## config.mk

```make
export PLATFORM = sky130hd
export DESIGN_NAME = apb_arbiter
export DESIGN_NICKNAME = d
export VERILOG_FILES = /design/src/rtl/apb_arbiter.sv
export SDC_FILE = /design/constraint.sdc
export NUM_CORES = 1
export LEC_CHECK = 0
export ABC_AREA = 0
export CAP_MARGIN = 20
export CORE_MARGIN = 5
export CORE_UTILIZATION = 30
export CTS_CLUSTER_SIZE = 12
export DETAILED_ROUTE_END_ITERATION = 10
export MAX_ROUTING_LAYER = met4
export PLACE_DENSITY = 0.74
export REMOVE_ABC_BUFFERS = 1
export SYNTH_ARGS = -nofsm -noshare
export SYNTH_HDL_FRONTEND = slang
export SYNTH_SLANG_ARGS = --single-unit
```

## constraint.sdc

```tcl
create_clock -name clk -period 4.08 [get_ports clk]
set_input_delay 0.408 -clock clk [delete_from_list [all_inputs] [get_ports clk]]
set_output_delay 0.408 -clock clk [all_outputs]
set_load 0.01 [all_outputs]
```

## src/rtl/apb_arbiter.sv

```systemverilog
// Two-master APB arbiter with round-robin tie-break, replaying the winner's transfer as SETUP->ACCESS.
// Optional macro APB_TIMEOUT_EN aborts an ACCESS phase that stalls for TIMEOUT_CYCLES cycles.
module apb_arbiter #(
  parameter int ADDR_WIDTH     = 32,
  parameter int DATA_WIDTH     = 32,
  parameter int TIMEOUT_CYCLES = 256
) (
  input  logic                    clk,
  input  logic                    rts_n,
  input  logic                    m0_psel,
  input  logic                    m0_penable,
  input  logic                    m0_pwrite,
  input  logic [ADDR_WIDTH-1:0]   m0_paddr,
  input  logic [DATA_WIDTH-1:0]   m0_pdata,
  input  logic [DATA_WIDTH/8-1:0] m0_pstb,
  output logic [DATA_WIDTH-1:0]   m0_prdata,
  output logic                    m0_pready,
  output logic                    m0_perr,
  input  logic                    m1_psel,
  input  logic                    m1_penable,
  input  logic                    m1_pwrite,
  input  logic [ADDR_WIDTH-1:0]   m1_paddr,
  input  logic [DATA_WIDTH-1:0]   m1_pdata,
  input  logic [DATA_WIDTH/8-1:0] m1_pstb,
  output logic [DATA_WIDTH-1:0]   m1_prdata,
  output logic                    m1_pready,
  output logic                    m1_perr,
  output logic                    s_psel,
  output logic                    s_penable,
  output logic                    s_pwrite,
  output logic [ADDR_WIDTH-1:0]   s_paddr,
  output logic [DATA_WIDTH-1:0]   s_pdata,
  output logic [DATA_WIDTH/8-1:0] s_pstb,
  input  logic [DATA_WIDTH-1:0]   s_prdata,
  input  logic                    s_pready,
  input  logic                    s_perr,
  output logic [1:0]              grant
);
  localparam int STB_W = DATA_WIDTH / 8;

  typedef enum logic [1:0] {ST_IDLE, ST_SETUP, ST_ACCESS} state_t;

  state_t                r_state;
  state_t                w_state_next;
  logic [1:0]            r_grant;
  logic                  r_last_grant;
  logic                  r_drop;
  logic                  r_pwrite;
  logic [ADDR_WIDTH-1:0] r_paddr;
  logic [DATA_WIDTH-1:0] r_pdata;
  logic [STB_W-1:0]      r_pstb;

  logic                  w_any_req;
  logic                  w_pick1;
  logic                  w_gnt_psel;
  logic                  w_done;
  logic                  w_timeout;
  logic                  w_end;
  logic                  w_reply;
  logic                  w_win_pwrite;
  logic [ADDR_WIDTH-1:0] w_win_paddr;
  logic [DATA_WIDTH-1:0] w_win_pdata;
  logic [STB_W-1:0]      w_win_pstb;
  logic [DATA_WIDTH-1:0] w_rdata;
  logic                  w_unused;

  // penable is irrelevant to arbitration: a waiting master may already be in its access phase
  assign w_unused = ^{m0_penable, m1_penable};

  assign w_any_req    = m0_psel | m1_psel;
  assign w_pick1      = m1_psel & (~m0_psel | ~r_last_grant);
  assign w_win_pwrite = w_pick1 ? m1_pwrite : m0_pwrite;
  assign w_win_paddr  = w_pick1 ? m1_paddr  : m0_paddr;
  assign w_win_pdata  = w_pick1 ? m1_pdata  : m0_pdata;
  assign w_win_pstb   = w_pick1 ? m1_pstb   : m0_pstb;

  assign w_gnt_psel = (r_grant[0] & m0_psel) | (r_grant[1] & m1_psel);
  assign w_done     = (r_state == ST_ACCESS) & s_pready;
  assign w_end      = w_done | w_timeout;
  // A master that let go of psel during its transfer forfeits the reply
  assign w_reply    = w_end & w_gnt_psel & ~r_drop;
  assign w_rdata    = (w_done && !r_pwrite) ? s_prdata : '0;

`ifdef APB_TIMEOUT_EN
  localparam int CNT_W = (TIMEOUT_CYCLES > 1) ? $clog2(TIMEOUT_CYCLES) : 1;

  logic [CNT_W-1:0] r_tmo_cnt;

  always_ff @(posedge clk or negedge rts_n) begin
    if (!rts_n) begin
      r_tmo_cnt <= '0;
    end else if (r_state == ST_SETUP) begin
      r_tmo_cnt <= '0;
    end else if (r_state == ST_ACCESS && !s_pready) begin
      r_tmo_cnt <= r_tmo_cnt + CNT_W'(1);
    end
  end

  assign w_timeout = (r_state == ST_ACCESS) & ~s_pready &
                     (r_tmo_cnt == CNT_W'(TIMEOUT_CYCLES - 1));
`else
  logic w_unused_tmo;
  assign w_unused_tmo = (TIMEOUT_CYCLES > 0);
  assign w_timeout    = 1'b0;
`endif

  always_ff @(posedge clk or negedge rts_n) begin
    if (!rts_n) begin
      r_state <= ST_IDLE;
    end else begin
      r_state <= w_state_next;
    end
  end

  always_comb begin
    w_state_next = r_state;
    case (r_state)
      ST_IDLE:   if (w_any_req) w_state_next = ST_SETUP;
      ST_SETUP:  w_state_next = ST_ACCESS;
      ST_ACCESS: if (w_end) w_state_next = ST_IDLE;
      default:   w_state_next = ST_IDLE;
    endcase
  end

  always_ff @(posedge clk or negedge rts_n) begin
    if (!rts_n) begin
      r_grant      <= 2'b00;
      r_last_grant <= 1'b1;
      r_drop       <= 1'b0;
      r_pwrite     <= 1'b0;
      r_paddr      <= '0;
      r_pdata      <= '0;
      r_pstb       <= '0;
    end else begin
      if (r_state == ST_IDLE && w_any_req) begin
        r_grant  <= w_pick1 ? 2'b10 : 2'b01;
        r_drop   <= 1'b0;
        r_pwrite <= w_win_pwrite;
        r_paddr  <= w_win_paddr;
        r_pdata  <= w_win_pdata;
        r_pstb   <= w_win_pwrite ? w_win_pstb : '1;
      end else if (r_state != ST_IDLE && !w_gnt_psel) begin
        r_drop <= 1'b1;
      end
      if (w_end) begin
        r_grant      <= 2'b00;
        r_last_grant <= r_grant[1];
      end
    end
  end

  assign s_psel    = (r_state != ST_IDLE);
  assign s_penable = (r_state == ST_ACCESS);
  assign s_pwrite  = r_pwrite;
  assign s_paddr   = r_paddr;
  assign s_pdata   = r_pdata;
  assign s_pstb    = r_pstb;
  assign grant     = r_grant;

  assign m0_pready = w_reply & r_grant[0];
  assign m1_pready = w_reply & r_grant[1];
  assign m0_perr   = m0_pready & (s_perr | w_timeout);
  assign m1_perr   = m1_pready & (s_perr | w_timeout);
  assign m0_prdata = m0_pready ? w_rdata : '0;
  assign m1_prdata = m1_pready ? w_rdata : '0;

endmodule

```

# After elaboration in Yosys (flattened, before gate mapping)
# Cells that the tools add are included.
# Widths: inputs -> output; s select.
totals:
  register_bits: 75
  latch_bits: 0
  mem_bits_rw: 0
  mem_bits_ro: 0
  inputBits: 178
  output_inout_bits: 141
  memories: 0
classes:
  add_sub_neg: 0
  n_mul: 0
  div_mod_pow: 0
  n_lt_le_gt_ge: 0
  eq_ne: 4
  shifts: 0
  mux: 16
  bitwise_logic: 16
  n_reduce_logical: 10
ops:
  columns: ["cell", "n"]
  rows:
  - ["$mux 32", 5]
  - ["$and 1x1->1", 10]
  - ["$mux 2", 5]
  - ["$mux 4", 2]
  - ["$pmux 2 s3", 1]
  - ["$reduce_bool 2->1", 3]
  - ["$logic_and 1x1->1", 3]
  - ["$mux 1", 3]
  - ["$not 1->1", 3]
  - ["$or 1x1->1", 3]
  - ["$eq 2x1->1 const B", 1]
  - ["$eq 2x2->1 const B", 1]
  - ["$logic_not 1->1", 2]
  - ["$logic_not 2->1", 1]
  - ["$ne 2x1->1 const B", 1]
  - ["$ne 2x2->1 const B", 1]
  - ["$reduce_and 2->1", 1]

# Logic depth before layout (Yosys ltp)
logic_depth:
  ltp_word: 6
  mapped_depth: 5
  ltp_nobuf: 4

# Worst setup path after synthesis
# No wires, ideal clock.
synth_path:
  path_kind: "register to output"
  startpoint: "register r_state[0]"
  endpoint: "output m0_prdata[0]"
  arrival_time_ns: 1.349
  required_ns: 3.672
  path_slack_ns: 2.323
  path_stages_with_launch: 5
  n_path_buf: 1
  path_cell_list: "dfrtp_1 -> nand4bb_1 -> nor4b_2 -> clkbuf_2 -> and2_1"
synth_between:
  elab_chain_cells: 6
  elab_cells_between_ends: 8
  classes_between: "1 x eq/ne; 2 x mux; 4 x bitwise; 1 x reduce/logical"
synth_rtl:
  columns: ["item", "line_no", "text"]
  rows:
  - ["start, declared", "43", "state_t r_state;"]
  - ["start signal, assigned", "111", "r_state <= w_state_next;"]
  - ["$eq 2x2->1 *", "78", "assign w_done = (r_state == ST_ACCESS) & s_pready;"]
  - ["$and 1x1->1 *", "78", null]
  - ["$and 1x1->1 (2 in a row)", "81", "assign w_reply = w_end & w_gnt_psel & ~r_drop;"]
  - ["$and 1x1->1", "160", "assign m0_pready = w_reply & r_grant[0];"]
  - ["$mux 32 *", "164", "assign m0_prdata = m0_pready ? w_rdata : '0;"]
  - ["end, declared", "16", "output logic [DATA_WIDTH-1:0] m0_prdata,"]
# Every way passes the cells marked *; elsewhere a longest branch is shown, timed or not.

# Final worst setup path
layout_path:
  startpoint: "input m0_psel"
  endpoint: "output m0_prdata[31]"
layout_between:
  elab_chain_cells: 6
layout_rtl:
  columns: ["item", "line_no", "text"]
  rows:
  - ["start, declared", "10", "input logic m0_psel,"]
  - ["$and 1x1->1", "77", "assign w_gnt_psel = (r_grant[0] & m0_psel) | (r_grant[1] & m1_psel);"]
  - ["$or 1x1->1", "77", null]
  - ["$and 1x1->1 (2 in a row)", "81", null]
  - ["$and 1x1->1", "160", null]
  - ["$mux 32", "164", null]
# Every way passes these cells.

==> run summary <==
fin. max-slew vios: 0
Yosys top cell area share: 0.463
wire per inst: 17.5 um
outcome: finished, final reports clean
cell mode on critical path: clkdlybuf4s50_1
final instance area: 7590 um^2
peak supply drop: 0.301 mV
Resize count post-CTS: 0
Syn Std Cell Area: 4000 um^2
commonest cells in the netlist: nand2_1 (131), dfrtp_1 (74), a21oi_1 (66)
Avg Cell Area, Syn: 8.36 um^2
layout cells sized above 1: 0.0476
TritonCTS Buffers: 9
CP Capture Type: output pin
Syn Inst Count: 478
RSZ-0062 raised after global routing: no
drt drc: 0
CTS clock-pin slew for the worst setup and hold paths: 60 ps
Flop pwr share: 0.321
sum of negative setup slack: 0 ps
CTS tree: done
setup bufs post-CTS: 0
post-layout util: 0.578
Max clock buf depth: 2
sw frac: 0.371
Antenna Nets Post-Route: 0
Final nets: 950
Post-CTS Hold Buffers: 0
yosys warns: 0
Area Overhead vs Synth: 89.9%
Final setup viols: 0
Worst Path Buf+Inv: 3
die height: 125 um
Boundary Pins: 319
Crit path max-delay family: buffers and inverters
H-tree depth: 3
sequential fraction of the synthesis area: 0.470
pin count of the biggest net entering global routing: 76
Relative slew margins: 0.350
Core Footprint: 13100 um^2
slowest stage delay, CP: 630 ps
crit path time final: 2940 ps
synth top area cells: dfrtp_1 (46%), nand2_1 (12%), a31oi_1 (10%)
Fillers: 1179
maximum clock rate: 0.341 GHz
crit path DAT: 2530 ps
combinational power share: 0.507
area of placed instances: 7290 um^2
clock share of power: 0.172
crit path kind: in -> out
CP Cell Sequence: clkdlybuf4s50_1 -> a22oi_2 -> nor4b_4 -> buf_4 -> and2_1 -> clkdlybuf4s50_1
antenna fix cells: 0
vias in the first global route: 4934
Synth async-reset ratio: 1.00
register bit total from synthesis: 75
Vias: 4734
port bufs: 316
HP Class: in -> async
gpl congestion: 0.847
GRT Overall Usage: 0.212
Initial DRC Count: 188
clk root buf: clkbuf_16
# Max-Cap Violations: 0
FP Rows: 42
Final Cycle Share: 0.720
Pleak: 0.00303 uW
largest area contributor in the netlist: dfrtp_1
clock sinks: 75
initial antenna violation count: 0
post-DR vias/cell: 4.97
die width: 125 um
Fin. Hold Viols: 0
Clk Latency, worst-skew pair: 330 ps
Synth cell types: 32
global-route wire length before repair: 26.2 mm
most frequent cell after synthesis: nand2_1
Setup crit start kind: primary input
Starting Density: 0.304
CP max stage cell: clkdlybuf4s50_1
DP HPWL: 12.6 mm
GR Util met2: 0.367
Max FO, Critical Path: 31
PD cells: 562 nW/um^2
Net Switching: 1580 uW
DR pass1 iterations: 4
DIE AREA: 15700 um^2
internal power: 2690 uW
Most Used Layer, Global Route: met2
Post-synth EDFFs: 0
total grt overflow: 0
met1 Track Usage GR: 0.234
met3 usage: 0.0631
Worst EP required: 3670 ps
Setup Skew: 4.68 ps
WL final: 16.7 mm
Least-Margin Pin Slew: 972 ps
Primary FF master, synth: dfrtp_1
-- cell families (layout without fill, tap and decap cells) --
| group | count (synthesis) | count (layout) | share of synthesized area |
|---|---|---|---|
| muxes | 1 | 1 | 0.00282 |
| and+or+nand+nor | 215 | 215 | 0.265 |
| buffers and inverters | 44 | 343 | 0.0495 |
| AOI/OAI and AO/OA | 143 | 143 | 0.213 |
| DFF | 75 | 75 | 0.470 |
-- worst paths after layout --
| check | start | endpoint | slack, ps | cells after the start |
|---|---|---|---|---|
| min in group clk | r_drop | r_drop | 510 | 2 |
| min reg2reg | r_drop | r_drop | 510 | 2 |
| max | m0_psel | m0_prdata[31] | 1140 | 6 |
| max in group asynchronous | rts_n | s_paddr[7] | 3500 | 2 |
| min | rts_n | s_pdata[21] | 1 | 1 |
| max reg2reg | r_state[0] | s_paddr[19] | 1460 | 5 |
-- worst register-to-register path, cell delays in order, from the launching register on --
cell and delay, ps:
dfrtp_1 420, nor2_4 720, inv_2 170, nor2_4 720, buf_12 290, a31oi_1 160
-- placed cells by master, fill, tap and decap left out, drive strengths merged, types with 2 or more instances in the layout --
master,Yosys,final
o221a,4,4
clkinv,0,2
buf,20,9
and4b,3,3
clkdlybuf4s50,0,315
nor2,5,5
a21boi,2,2
and3,2,2
nand2,131,131
o21ai,2,2
nand4b,4,4
a31oi,65,65
dfrtp,74,74
a21oi,66,66
inv,3,3
clkbuf,21,14
nor4b,2,2
and2,63,63
-- layout make-up --
class,count,area (um^2),area share
timing repair buffer,324,3270,0.430
multi-input combinational,359,1940,0.256
sequential,75,1880,0.247
clock buffer,14,264,0.0348
tap,176,220,0.0290
inverter,3,11.3,0.00148
clock inverter,2,10.0,0.00132
-- registers in the layout (all words and copies together), names as in the netlist --
| name | flops |
|---|---|
| r_last_grant | 1 |
| r_drop | 1 |
| r_state | 2 |
| s_pdata | 32 |
| grant | 2 |
| s_pstb | 4 |
| s_pwrite | 1 |
| s_paddr | 32 |
-- metrics by stage --
step | cells | hold WS (ps) | setup WS, ps | power, uW
after floorplan | 437 | 112 | 829 | 2250
after CTS | 952 | 264 | 1120 | 4320
after global routing | 953 | 23.0 | 986 | 4560
after global placement | 936 | 471 | 1200 | 3490
final | 953 | 0.982 | 1140 | 4270
after detailed placement | 936 | 499 | 1120 | 3550
-- power by group through the flow --
stage	clock, uW	sequential (uW)	combinational, uW
5_1_grt	798	1420	2340
2_1_floorplan	0	1500	746
3_5_place_dp	0	1370	2180
3_3_place_gp	0	1350	2150
6_report	736	1370	2160
4_1_cts	759	1370	2190
-- per-layer routing --
metal  vias to the layer above  share of wire
met5                         -              0
met4                         0          0.023
met1                      2223           0.38
met2                       248           0.51
li1                       2238              -
met3                        25          0.084
(Power assumes the default switching activity.)
